$ cat src/rtl/efpga_mac_pipe.sv
// Parametrised multiply-accumulate DSP primitive for the eFPGA fabric.
// Optional input/product pipeline stages, a registered P stage, and wrap or saturate.
module efpga_mac_pipe #(
    parameter int A_WIDTH  = 18,
    parameter int B_WIDTH  = 18,
    parameter int P_WIDTH  = 40,
    parameter int SIGNED   = 1,
    parameter int REG_IN   = 1,
    parameter int REG_M    = 1,
    parameter int SATURATE = 0
) (
    input  logic               CLK,
    input  logic               SRST,
    input  logic               CE,
    input  logic [A_WIDTH-1:0] A,
    input  logic [B_WIDTH-1:0] B,
    input  logic [P_WIDTH-1:0] C,
    input  logic [1:0]         OPMODE,
    input  logic               IN_VALID,
    output logic [P_WIDTH-1:0] P,
    output logic               P_VALID,
    output logic               OVF
);

    localparam int AB  = A_WIDTH + B_WIDTH;
    localparam bit SGN = (SIGNED != 0);
    localparam bit SAT = (SATURATE != 0);

    generate
        if (P_WIDTH < AB) begin : g_bad_width
            $error("efpga_mac_pipe: P_WIDTH must be >= A_WIDTH+B_WIDTH");
        end
    endgenerate

    logic [A_WIDTH-1:0] a_s1;
    logic [B_WIDTH-1:0] b_s1;
    logic [1:0]         op_s1;
    logic               v_s1;

    generate
        if (REG_IN != 0) begin : g_in_reg
            logic [A_WIDTH-1:0] a_s1_q;
            logic [B_WIDTH-1:0] b_s1_q;
            logic [1:0]         op_s1_q;
            logic               v_s1_q;

            always_ff @(posedge CLK) begin
                if (SRST) begin
                    a_s1_q  <= '0;
                    b_s1_q  <= '0;
                    op_s1_q <= '0;
                    v_s1_q  <= 1'b0;
                end else if (CE) begin
                    a_s1_q  <= A;
                    b_s1_q  <= B;
                    op_s1_q <= OPMODE;
                    v_s1_q  <= IN_VALID;
                end
            end

            assign a_s1  = a_s1_q;
            assign b_s1  = b_s1_q;
            assign op_s1 = op_s1_q;
            assign v_s1  = v_s1_q;
        end else begin : g_in_byp
            assign a_s1  = A;
            assign b_s1  = B;
            assign op_s1 = OPMODE;
            assign v_s1  = IN_VALID;
        end
    endgenerate

    // Extending both operands to AB bits makes one unsigned multiply exact for either signedness.
    logic [AB-1:0] a_x;
    logic [AB-1:0] b_x;
    logic [AB-1:0] prod_s1;

    assign a_x     = {{B_WIDTH{SGN & a_s1[A_WIDTH-1]}}, a_s1};
    assign b_x     = {{A_WIDTH{SGN & b_s1[B_WIDTH-1]}}, b_s1};
    assign prod_s1 = a_x * b_x;

    logic [AB-1:0] prod_s2;
    logic [1:0]    op_s2;
    logic          v_s2;

    generate
        if (REG_M != 0) begin : g_m_reg
            logic [AB-1:0] prod_s2_q;
            logic [1:0]    op_s2_q;
            logic          v_s2_q;

            always_ff @(posedge CLK) begin
                if (SRST) begin
                    prod_s2_q <= '0;
                    op_s2_q   <= '0;
                    v_s2_q    <= 1'b0;
                end else if (CE) begin
                    prod_s2_q <= prod_s1;
                    op_s2_q   <= op_s1;
                    v_s2_q    <= v_s1;
                end
            end

            assign prod_s2 = prod_s2_q;
            assign op_s2   = op_s2_q;
            assign v_s2    = v_s2_q;
        end else begin : g_m_byp
            assign prod_s2 = prod_s1;
            assign op_s2   = op_s1;
            assign v_s2    = v_s1;
        end
    endgenerate

    logic [P_WIDTH-1:0] p_q;
    logic [P_WIDTH-1:0] p_d;
    logic               pv_q;
    logic               ovf_q;
    logic               ovf_d;
    logic [P_WIDTH:0]   prod_x;
    logic [P_WIDTH:0]   p_x;
    logic [P_WIDTH:0]   c_x;
    logic [P_WIDTH:0]   sum;
    logic [P_WIDTH-1:0] sat_val;

    assign prod_x = {{(P_WIDTH + 1 - AB){SGN & prod_s2[AB-1]}}, prod_s2};
    assign p_x    = {SGN & p_q[P_WIDTH-1], p_q};
    assign c_x    = {SGN & C[P_WIDTH-1], C};

    always_comb begin
        sum     = prod_x;
        sat_val = '0;
        ovf_d   = 1'b0;
        p_d     = p_q;
        unique case (op_s2)
            2'b00: sum = prod_x;
            2'b01: sum = p_x + prod_x;
            2'b10: sum = p_x - prod_x;
            2'b11: sum = c_x + prod_x;
        endcase
        if (op_s2 != 2'b00) begin
            if (SGN) ovf_d = sum[P_WIDTH] ^ sum[P_WIDTH-1];
            else     ovf_d = sum[P_WIDTH];
        end
        // Unsigned overflow direction follows the op: only subtract can underflow.
        if (SGN) begin
            sat_val = sum[P_WIDTH] ? {1'b1, {(P_WIDTH-1){1'b0}}}
                                   : {1'b0, {(P_WIDTH-1){1'b1}}};
        end else begin
            sat_val = (op_s2 == 2'b10) ? '0 : '1;
        end
        if (SAT && ovf_d) p_d = sat_val;
        else              p_d = sum[P_WIDTH-1:0];
    end

    always_ff @(posedge CLK) begin
        if (SRST) begin
            p_q   <= '0;
            pv_q  <= 1'b0;
            ovf_q <= 1'b0;
        end else if (CE) begin
            pv_q <= v_s2;
            if (v_s2) begin
                p_q   <= p_d;
                ovf_q <= ovf_d;
            end
        end
    end

    assign P       = p_q;
    assign P_VALID = pv_q;
    assign OVF     = ovf_q;

endmodule

$ cat config.mk
export PLATFORM = sky130hd
export DESIGN_NAME = efpga_mac_pipe
export DESIGN_NICKNAME = d
export VERILOG_FILES = /design/src/rtl/efpga_mac_pipe.sv
export SDC_FILE = /design/constraint.sdc
export NUM_CORES = 1
export LEC_CHECK = 0
export ABC_CLOCK_PERIOD_IN_PS = 9080
export CAP_MARGIN = 20
export CORE_ASPECT_RATIO = 1.1
export CORE_MARGIN = 10
export CORE_UTILIZATION = 55
export DETAILED_ROUTE_END_ITERATION = 8
export PLACE_DENSITY = 0.78
export SYNTH_ARGS = -nofsm -noshare
export SYNTH_HDL_FRONTEND = slang
export SYNTH_SLANG_ARGS = --single-unit
$ cat constraint.sdc
create_clock -name CLK -period 9.08 [get_ports CLK]
set_input_delay 1.362 -clock CLK [delete_from_list [all_inputs] [get_ports CLK]]
set_output_delay 1.362 -clock CLK [all_outputs]
set_load 0.1 [all_outputs]
==> After elaboration in Yosys (flattened, before gate mapping) <==
Index checks and enable logic that the tools add are counted.
{ "totals": {"register_bits": 120, "in_bits": 82, "output_inout_bits": 42, "word_cells": 23} }
{ "classes": {"mux": 2, "bitwise": 1, "n_reduce_logical": 3, "mul": 1, "eq_ne": 3, "n_addsub": 3} }
{ "ops": {"columns": ["op", "count"], "rows": [
  ["$pmux 41 s4", 1],
  ["$add 40x36->41", 2],
  ["$sub 40x36->41", 1],
  ["$mul 18x18->36", 1],
  ["$eq 2x2->1 const B", 2],
  ["$eq 2x1->1 const B", 1],
  ["$logic_not 2->1", 1],
  ["$reduce_and 2->1", 1],
  ["$reduce_bool 2->1", 1],
  ["$mux 1", 1],
  ["$xor 1x1->1", 1]
]} }

==> Longest topological paths before layout <==
Gate-level depths: netlist of run 1.
{ "depth": {"ltp_word": 4, "mapped_depth": 27, "mapped_depth_nobuf": 25} }

==> Least setup slack after synthesis of run 1 <==
OpenSTA, ideal clock, no wires.
{ "synth_timing": {"path_type": "reg-to-reg", "startpoint": "reg g_in_reg.a_s1_q[17], in the netlist a_s1[17]", "endpoint": "reg g_m_reg.prod_s2_q[32]", "setup_ps": 106, "path_buffers": 2, "stages_incl_launch_ff": 22, "period_less_slack_ps": 6289, "setup_slack_ps": 2791, "t_arrival_ps": 6184, "t_required_ps": 8974, "cell_sequence": "dfxtp_1 > clkbuf_1 > clkbuf_1 > nand2_1 > fa_1 > inv_1 > fa_1 > fa_1 > fa_1 > fa_1 > inv_1 > fa_1 > inv_1 > ha_1 > and3_1 > nand2_1 > o21ai_0 > a31oi_1 > a311oi_1 > a21oi_1 > or4b_1 > o311ai_0"} }
{ "synth_via": {"elab_chain_len": 1} }
{ "synth_rtl": {"columns": ["element", "line_no", "text"], "rows": [
  ["from (decl)", "42", "logic [A_WIDTH-1:0] a_s1_q;"],
  ["from (signal assigned)", "49", "a_s1_q <= '0;"],
  ["from (signal assigned)", "54", "a_s1_q <= A;"],
  ["$mul 18x18->36", "80", "assign prod_s1 = a_x * b_x;"],
  ["to (signal assigned)", "98", "prod_s2_q <= prod_s1;"],
  ["to (decl)", "88", "logic [AB-1:0] prod_s2_q;"]
]} }
No other way between the ends.
A chain may end at the register's enable or synchronous reset.

==> Worst setup path in the final report of run 1 <==
{ "layout_timing": {"startpoint": "reg g_in_reg.b_s1_q[3], in the netlist b_s1[3]", "endpoint": "reg g_m_reg.prod_s2_q[32]"} }
{ "layout_via": {"elab_chain_len": 1} }
{ "layout_rtl": {"columns": ["element", "line_no", "text"], "rows": [
  ["from (decl)", "43", "logic [B_WIDTH-1:0] b_s1_q;"],
  ["from (signal assigned)", "50", "b_s1_q <= '0;"],
  ["from (signal assigned)", "55", "b_s1_q <= B;"],
  ["$mul 18x18->36", "80", null]
]} }
No other way between the ends.

==> results.py, run 1 <==
metrics = {
    "clock_network": {
        "cts_resized": 0,
        "clkTransAtPathRegs_ns": 0.07,
        "post-cts-setup-buffer-count": 0,
        "cts_tree": "built",
        "cts_root_buf": "clkbuf_16",
        "insertion_delay_ns": 0.47,
        "h-tree-depth": 4,
        "postCtsHoldBufs": 0,
        "cts.sinks": 120,
        "clock_path_buffers": 2,
        "numCtsBuffers": 17,
    },
    "global_route": {
        "grt_pass1_vias": 18637,
        "grt_overflow": 0,
        "top_usage_layer": "met2",
        "grt_max_degree": 77,
        "grt_pass1_wl_mm": 98.4,
        "use_met2_pct": 41.2,
        "grt.total_usage_pct": 25.2,
        "use_met3_pct": 4.71,
        "antenna_found_initial": 0,
        "met1_usage_pct": 33.3,
    },
    "placement": {
        "gp_congestion": 0.938,
        "io_buffers": 123,
        "dp_hpwl_mm": 46.9,
        "dpl_worst_slack_ns": 2.22,
    },
    "finish": {
        "diodes": 0,
        "fin_nets": 3165,
        "drive_above_1_share_pct": 4.21,
        "area_growth_syn_to_layout_pct": 9.53,
        "fillCellCount": 3345,
    },
    "yosys": {
        "synth_area_um2": 21700,
        "postSynthCellCount": 2549,
        "postSynthNetCount": 3135,
        "synth-edff-count": 0,
        "ys_warn_count": 0,
        "synth_cell_types": 79,
        "ys_seq_area_share_pct": 11.0,
        "synth_seq_cells": 120,
        "synth_ff_type": "dfxtp_1",
        "synth_area_per_cell_um2": 8.53,
        "synthArstFlopShare_pct": 0,
    },
    "worst_setup_path": {
        "path_class": "register to register",
        "rr_startpoint": "b_s1[3]",
        "cp-end-kind": "register",
        "required_ns": 9.43,
        "rr_worst_depth": 19,
        "cp.arrival_ns": 7.28,
        "endpoint": "g_m_reg.prod_s2_q[32]",
        "cp_max_fo": 19,
        "cp-startpoint": "b_s1[3]",
        "cp-start-kind": "register",
        "r2r_end": "g_m_reg.prod_s2_q[32]",
        "r2r_slack_ns": 2.15,
    },
    "flow_run": {
        "cap_violations": 0,
    },
    "route": {
        "first_iter_violations": 1509,
        "drtPass1Iterations": 6,
        "post_drt_via_cell_ratio": 5.74,
        "drc": 0,
        "wl_per_cell_um": 19.1,
        "vias": 17776,
        "routed_wirelength_mm": 59.3,
        "antenna_left": 0,
    },
    "die": {
        "coreArea_um2": 39100,
        "rows": 76,
        "io_pins": 124,
        "die_width_um": 210,
        "start_util_pct": 55.6,
        "die_h_um": 229,
        "die-area_um2": 47900,
    },
    "status": {
        "status": "finished, final reports clean",
    },
    "sta": {
        "worst_pin_slew_ns": 1.06,
        "finalHoldViolCount": 0,
        "rsz0062_at_grt": "false",
        "period_share_pct": 76.3,
        "fmax_mhz": 144,
        "setup_viol": 0,
        "finClkSkew_ns": 0.0152,
        "tns_ns": 0,
        "period_needed_ns": 6.93,
        "slew_violations": 0,
        "worst_slack_ns": 2.15,
        "slew_headroom_pct": 28.9,
    },
    "power_and_ir_drop": {
        "power.share.clock_pct": 24.5,
        "pwr-share-comb_pct": 52.1,
        "p_seq_share_pct": 23.3,
        "power.total_uw": 2930,
        "sw_frac_of_total_pct": 45.5,
        "peakVddDrop_mv": 0.135,
        "power-per-cell-area_nw_per_um2": 123,
        "p_leak_uw": 0.0117,
        "p_switching_uw": 1330,
        "intPower_uw": 1600,
    },
    "worst_hold_path": {
        "hp-class": "register to register",
    },
}
layer usage:
layer	vias up	part of all wire, %
met4	0	2.3
li1	8275	-
met1	8736	43
met2	654	48
met3	111	7.0
met5	-	0
synth_stat cells (8+ instances only):
cell type	count	area (um2)
a211oi_1	32	240
a21o_1	43	323
a21oi_1	135	676
a31oi_1	19	119
and2_1	172	1080
and3_1	8	50.1
buf_1	26	97.6
clkbuf_1	90	338
dfxtp_1	120	2400
fa_1	331	6630
ha_1	173	2160
inv_1	436	1640
mux2_2	40	450
mux2i_1	83	831
nand2_1	209	785
nand2b_1	23	144
nand3_1	28	140
nand4_1	12	75.1
nor2_1	187	702
nor3_1	20	100
o211ai_1	10	75.1
o21a_1	17	128
o21ai_0	89	445
o21bai_1	17	128
xnor2_1	70	613
xor2_1	29	254
layout by cell type (no fill, tap or decap), types with 29 or more instances in the layout:
master and count:
xnor2_1 70, a21oi_1 135, clkdlybuf4s50_1 121, xor2_1 29, ha_1 173, o21ai_0 89, mux2i_1 83, nor2_1 187
a21o_1 43, fa_1 331, nand2_1 208, and2_1 172, dfxtp_1 118, mux2_2 40, inv_1 436, a211oi_1 32
kinds of logic after synthesis:
kind of cell	Yosys count	share of synthesized area (%)
and+or+nand+nor	694	15.3
buffers and inverters	556	9.62
adders and majority gates	504	40.4
AOI/OAI and AO/OA	453	13.7
muxes	123	5.89
DFF	120	11.0
xor gates and xnor gates	99	3.99
through the flow:
step / cells / instance area [um2] / hold slack [ns] / util [%]
5_1_grt: 3099 / 23800 / 0.483 / 60.9
6_report: 3099 / 23800 / 0.475 / 60.9
3_5_place_dp: 3066 / 23200 / 0.466 / 59.4
4_1_cts: 3098 / 23800 / 0.477 / 60.9
2_1_floorplan: 2549 / 21700 / 0.460 / -
3_3_place_gp: 3066 / 23200 / 0.458 / 59.4
worst min-delay path by stage:
stage | slack [ns] | end | start | cells after the start
after floorplan | 0.46 | g_in_reg.op_s1_q[0] | g_in_reg.op_s1_q[0] | 2
after global placement | 0.46 | P_VALID | P_VALID | 2
after detailed placement | 0.47 | P_VALID | P_VALID | 2
after CTS | 0.48 | P_VALID | P_VALID | 2
after global routing | 0.48 | P_VALID | P_VALID | 2
final | 0.47 | P_VALID | P_VALID | 2
registers in the layout (all words and copies together), names as in the netlist:
register,cells
OVF,1
g_in_reg.op_s1_q,2
g_m_reg.v_s2_q,1
g_in_reg.v_s1_q,1
P_VALID,1
a_s1,18
b_s1,18
P,40
g_m_reg.op_s2_q,2
g_m_reg.prod_s2_q,36
worst max-delay path, cell delays in order (launching register included):
cell and delay, ns:
dfxtp_1 0.76, nand2_1 0.27, fa_1 0.61, inv_1 0.15, fa_1 0.90, fa_1 0.54
fa_1 0.51, fa_1 0.49, inv_1 0.06, fa_1 0.49, inv_1 0.05, ha_1 0.38
and3_1 0.26, nand2_1 0.06, o21ai_0 0.17, a31oi_1 0.09, a311oi_1 0.31, a21oi_1 0.13
or4b_1 0.47, o311ai_0 0.11
power groups by stage:
| stage | Clock [uW] | Sequential [uW] | Combinational (uW) |
|---|---|---|---|
| 3_5_place_dp | 0 | 690 | 1490 |
| 6_report | 719 | 684 | 1530 |
| 3_3_place_gp | 0 | 688 | 1470 |
| 4_1_cts | 730 | 680 | 1520 |
| 2_1_floorplan | 0 | 643 | 1150 |
| 5_1_grt | 747 | 692 | 1710 |
area by class of cell:
| type | count | area (um2) | share of cell area (%) |
|---|---|---|---|
| clock buffer | 17 | 425 | 1.79 |
| clock inverter | 15 | 156 | 0.657 |
| inverter | 436 | 1640 | 6.87 |
| multi-input combinational | 1873 | 17200 | 72.4 |
| sequential | 120 | 2400 | 10.1 |
| tap | 507 | 634 | 2.66 |
| timing repair buffer | 131 | 1310 | 5.49 |
No activity file was read; power rests on OpenSTA's default activity.
==> run 2: changes to the inputs <==
Settings changed: ABC_CLOCK_PERIOD_IN_PS 9080 to 6000, PLACE_DENSITY 0.78 to 0.81.
Clock period 9.08 ns to 6 ns, I/O delays scaled along.
==> run 2 against run 1 <==
Against the previous run: the flow now finishes with violations (negative setup slack); cell area increased by 7.5%; routed wire length increased by 7.0%; first-iteration DRC count increased by 4.4%; fmax increased by 9.3%; power increased by 66%.
==> results.py, run 2 (synthesis gave the netlist of run 1 again) <==
metrics = {
    "clock_network": {
        "clock_path_buffers": 2,
        "cts_root_buf": "clkbuf_16",
        "postCtsHoldBufs": 0,
        "h-tree-depth": 4,
        "clkTransAtPathRegs_ns": 0.07,
        "insertion_delay_ns": 0.45,
        "cts.sinks": 120,
        "numCtsBuffers": 17,
        "cts_tree": "built",
    },
    "global_route": {
        "grt_pass1_wl_mm": 103,
        "grt_pass1_vias": 20030,
        "grt_overflow": 0,
        "grt.total_usage_pct": 26.3,
        "antenna_found_initial": 0,
        "grt_max_degree": 90,
    },
    "sta": {
        "hold-worst-slack_ns": 0.474,
        "slew_violations": 0,
        "setup_viol": 12,
        "fmax_mhz": 158,
        "finClkSkew_ns": 0.0109,
        "worst_slack_ns": -0.336,
        "tns_ns": -1.74,
        "slew_headroom_pct": 28.8,
        "rsz0062_at_grt": "true",
        "period_share_pct": 106,
        "period_needed_ns": 6.34,
        "worst_pin_slew_ns": 1.06,
        "finalHoldViolCount": 0,
    },
    "worst_setup_path": {
        "cpMostUsedCell": "fa_1",
        "r2r_end": "g_m_reg.prod_s2_q[32]",
        "r2r_slack_ns": -0.34,
        "rr_startpoint": "b_s1[4]",
        "cp_slowest_cell": "fa_1",
        "cp-start-kind": "register",
        "required_ns": 6.35,
        "rr_worst_depth": 22,
        "cp_max_fo": 8,
        "cp_slowest_stage_delay_ns": 0.58,
        "cp.arrival_ns": 6.69,
        "worstPathCellList": "buf_4 -> and2_1 -> fa_1 -> inv_1 -> fa_1 -> inv_1 -> fa_1 -> inv_1 -> fa_1 -> fa_2 -> fa_1 -> inv_1 -> ha_2 -> nor2_2 -> o21bai_4 -> a21oi_1 -> and3b_2 -> a31oi_4 -> a311oi_4 -> a21oi_1 -> or4b_1 -> o311ai_1",
        "path_class": "register to register",
        "cp-end-kind": "register",
    },
    "finish": {
        "drive_above_1_share_pct": 13.5,
        "fillCellCount": 3010,
        "layout_common_cells": "inv_1, fa_1, nand2_1",
        "layout_commonest_cell": "inv_1",
        "largest_register_ffs": 40,
        "area_growth_syn_to_layout_pct": 17.7,
        "diodes": 0,
        "fin_nets": 3332,
    },
    "route": {
        "vias": 18987,
        "wl_per_cell_um": 19.4,
        "antenna_left": 0,
        "drtPass1Iterations": 7,
        "post_drt_via_cell_ratio": 5.81,
        "drc": 0,
        "first_iter_violations": 1575,
        "routed_wirelength_mm": 63.5,
    },
    "worst_hold_path": {
        "min_from": "P_VALID",
        "hp-class": "register to register",
        "whs_path_depth": 2,
        "whs_endpoint": "P_VALID",
    },
    "placement": {
        "dp_hpwl_mm": 49.5,
        "gp_congestion": 0.947,
        "io_buffers": 123,
    },
    "die": {
        "start_util_pct": 55.6,
        "die_width_um": 210,
        "die-area_um2": 47900,
        "rows": 76,
        "io_pins": 124,
        "coreArea_um2": 39100,
        "die_h_um": 229,
    },
    "flow_run": {
        "cap_violations": 0,
    },
    "power_and_ir_drop": {
        "p_leak_uw": 0.0126,
        "power-per-cell-area_nw_per_um2": 190,
        "peakVddDrop_mv": 0.217,
        "power.total_uw": 4860,
    },
    "status": {
        "failed_checks": "negative setup slack",
        "status": "finished with violations",
    },
}
[run 2: cell types whose count changed in the layout (fill, tap and decap cells not counted), moves of 11 or more]
cell and change:
fa_1 -11, buf_6 +14, dfxtp_2 +21, fa_2 +11, buf_4 +149, dfxtp_1 -27
[run 2: report_power, final]
| part | internal [uW] | total [uW] | leakage, uW | switching (uW) |
|---|---|---|---|---|
| Sequential | 869 | 978 | 0.000993 | 108 |
| Combinational | 1190 | 2740 | 0.0113 | 1560 |
| Clock | 664 | 1140 | 0.000301 | 481 |
| Total | 2720 | 4860 | 0.0126 | 2140 |
[run 2: routing by layer]
metal	vias up	GRT usage, %	share of wire [%]
li1	8607	-	-
met1	9373	33.6	40
met2	824	44.2	49
met3	183	4.85	7.5
met4	0	8.14	3.2
met5	-	0	0
[run 2: worst max-delay path by stage]
stage	endpoint	from	slack, ns	cells after the start
floorplan	g_m_reg.prod_s2_q[32]	a_s1[16]	-0.02	25
global placement	g_m_reg.prod_s2_q[34]	a_s1[10]	-0.26	23
detailed placement	g_m_reg.prod_s2_q[34]	a_s1[10]	-0.40	23
CTS	g_m_reg.prod_s2_q[28]	a_s1[10]	-0.20	24
global route	g_m_reg.prod_s2_q[32]	b_s1[4]	-0.48	22
finish	g_m_reg.prod_s2_q[32]	b_s1[4]	-0.34	22
[run 2: worst max-delay path: cells and delay by family, from the launching register on]
kind | cells | cell delay (ns)
flip-flops | 1 | 0.33
AND/OR/NAND/NOR | 4 | 1.06
buffers and inverters | 5 | 0.47
AO/OA/AOI/OAI | 6 | 0.87
adder cells (fa/ha/maj) | 7 | 3.50
[run 2: final cells by class]
cell class | count | area, um2 | share of cell area, %
inverters | 436 | 1640 | 6.39
multi-input cells | 1873 | 17600 | 68.8
clock buffers | 17 | 425 | 1.66
flip-flops and latches | 120 | 2450 | 9.59
repair buffers | 298 | 2640 | 10.3
clock inverters | 15 | 189 | 0.738
well taps | 507 | 634 | 2.48
[run 2: what timing repair did]
item | in CTS | in global routing
gates resized for setup | 83 | 47
pin swaps | 59 | 30
endpoints found under the hold margin | 0 | 0
gates cloned | 0 | 1
setup buffers | 11 | 7
endpoints found under the setup margin | 13 | 16
[run 2: metrics by stage]
step / setup slack [ns] / cell area, um2 / instances / utilization (%)
after floorplan: -0.0163 / 21800 / 2549 / -
after global placement: -0.257 / 24400 / 3218 / 62.5
after detailed placement: -0.398 / 24400 / 3218 / 62.5
after CTS: -0.200 / 25400 / 3259 / 65.0
after global routing: -0.477 / 25600 / 3266 / 65.5
final: -0.336 / 25600 / 3266 / 65.5
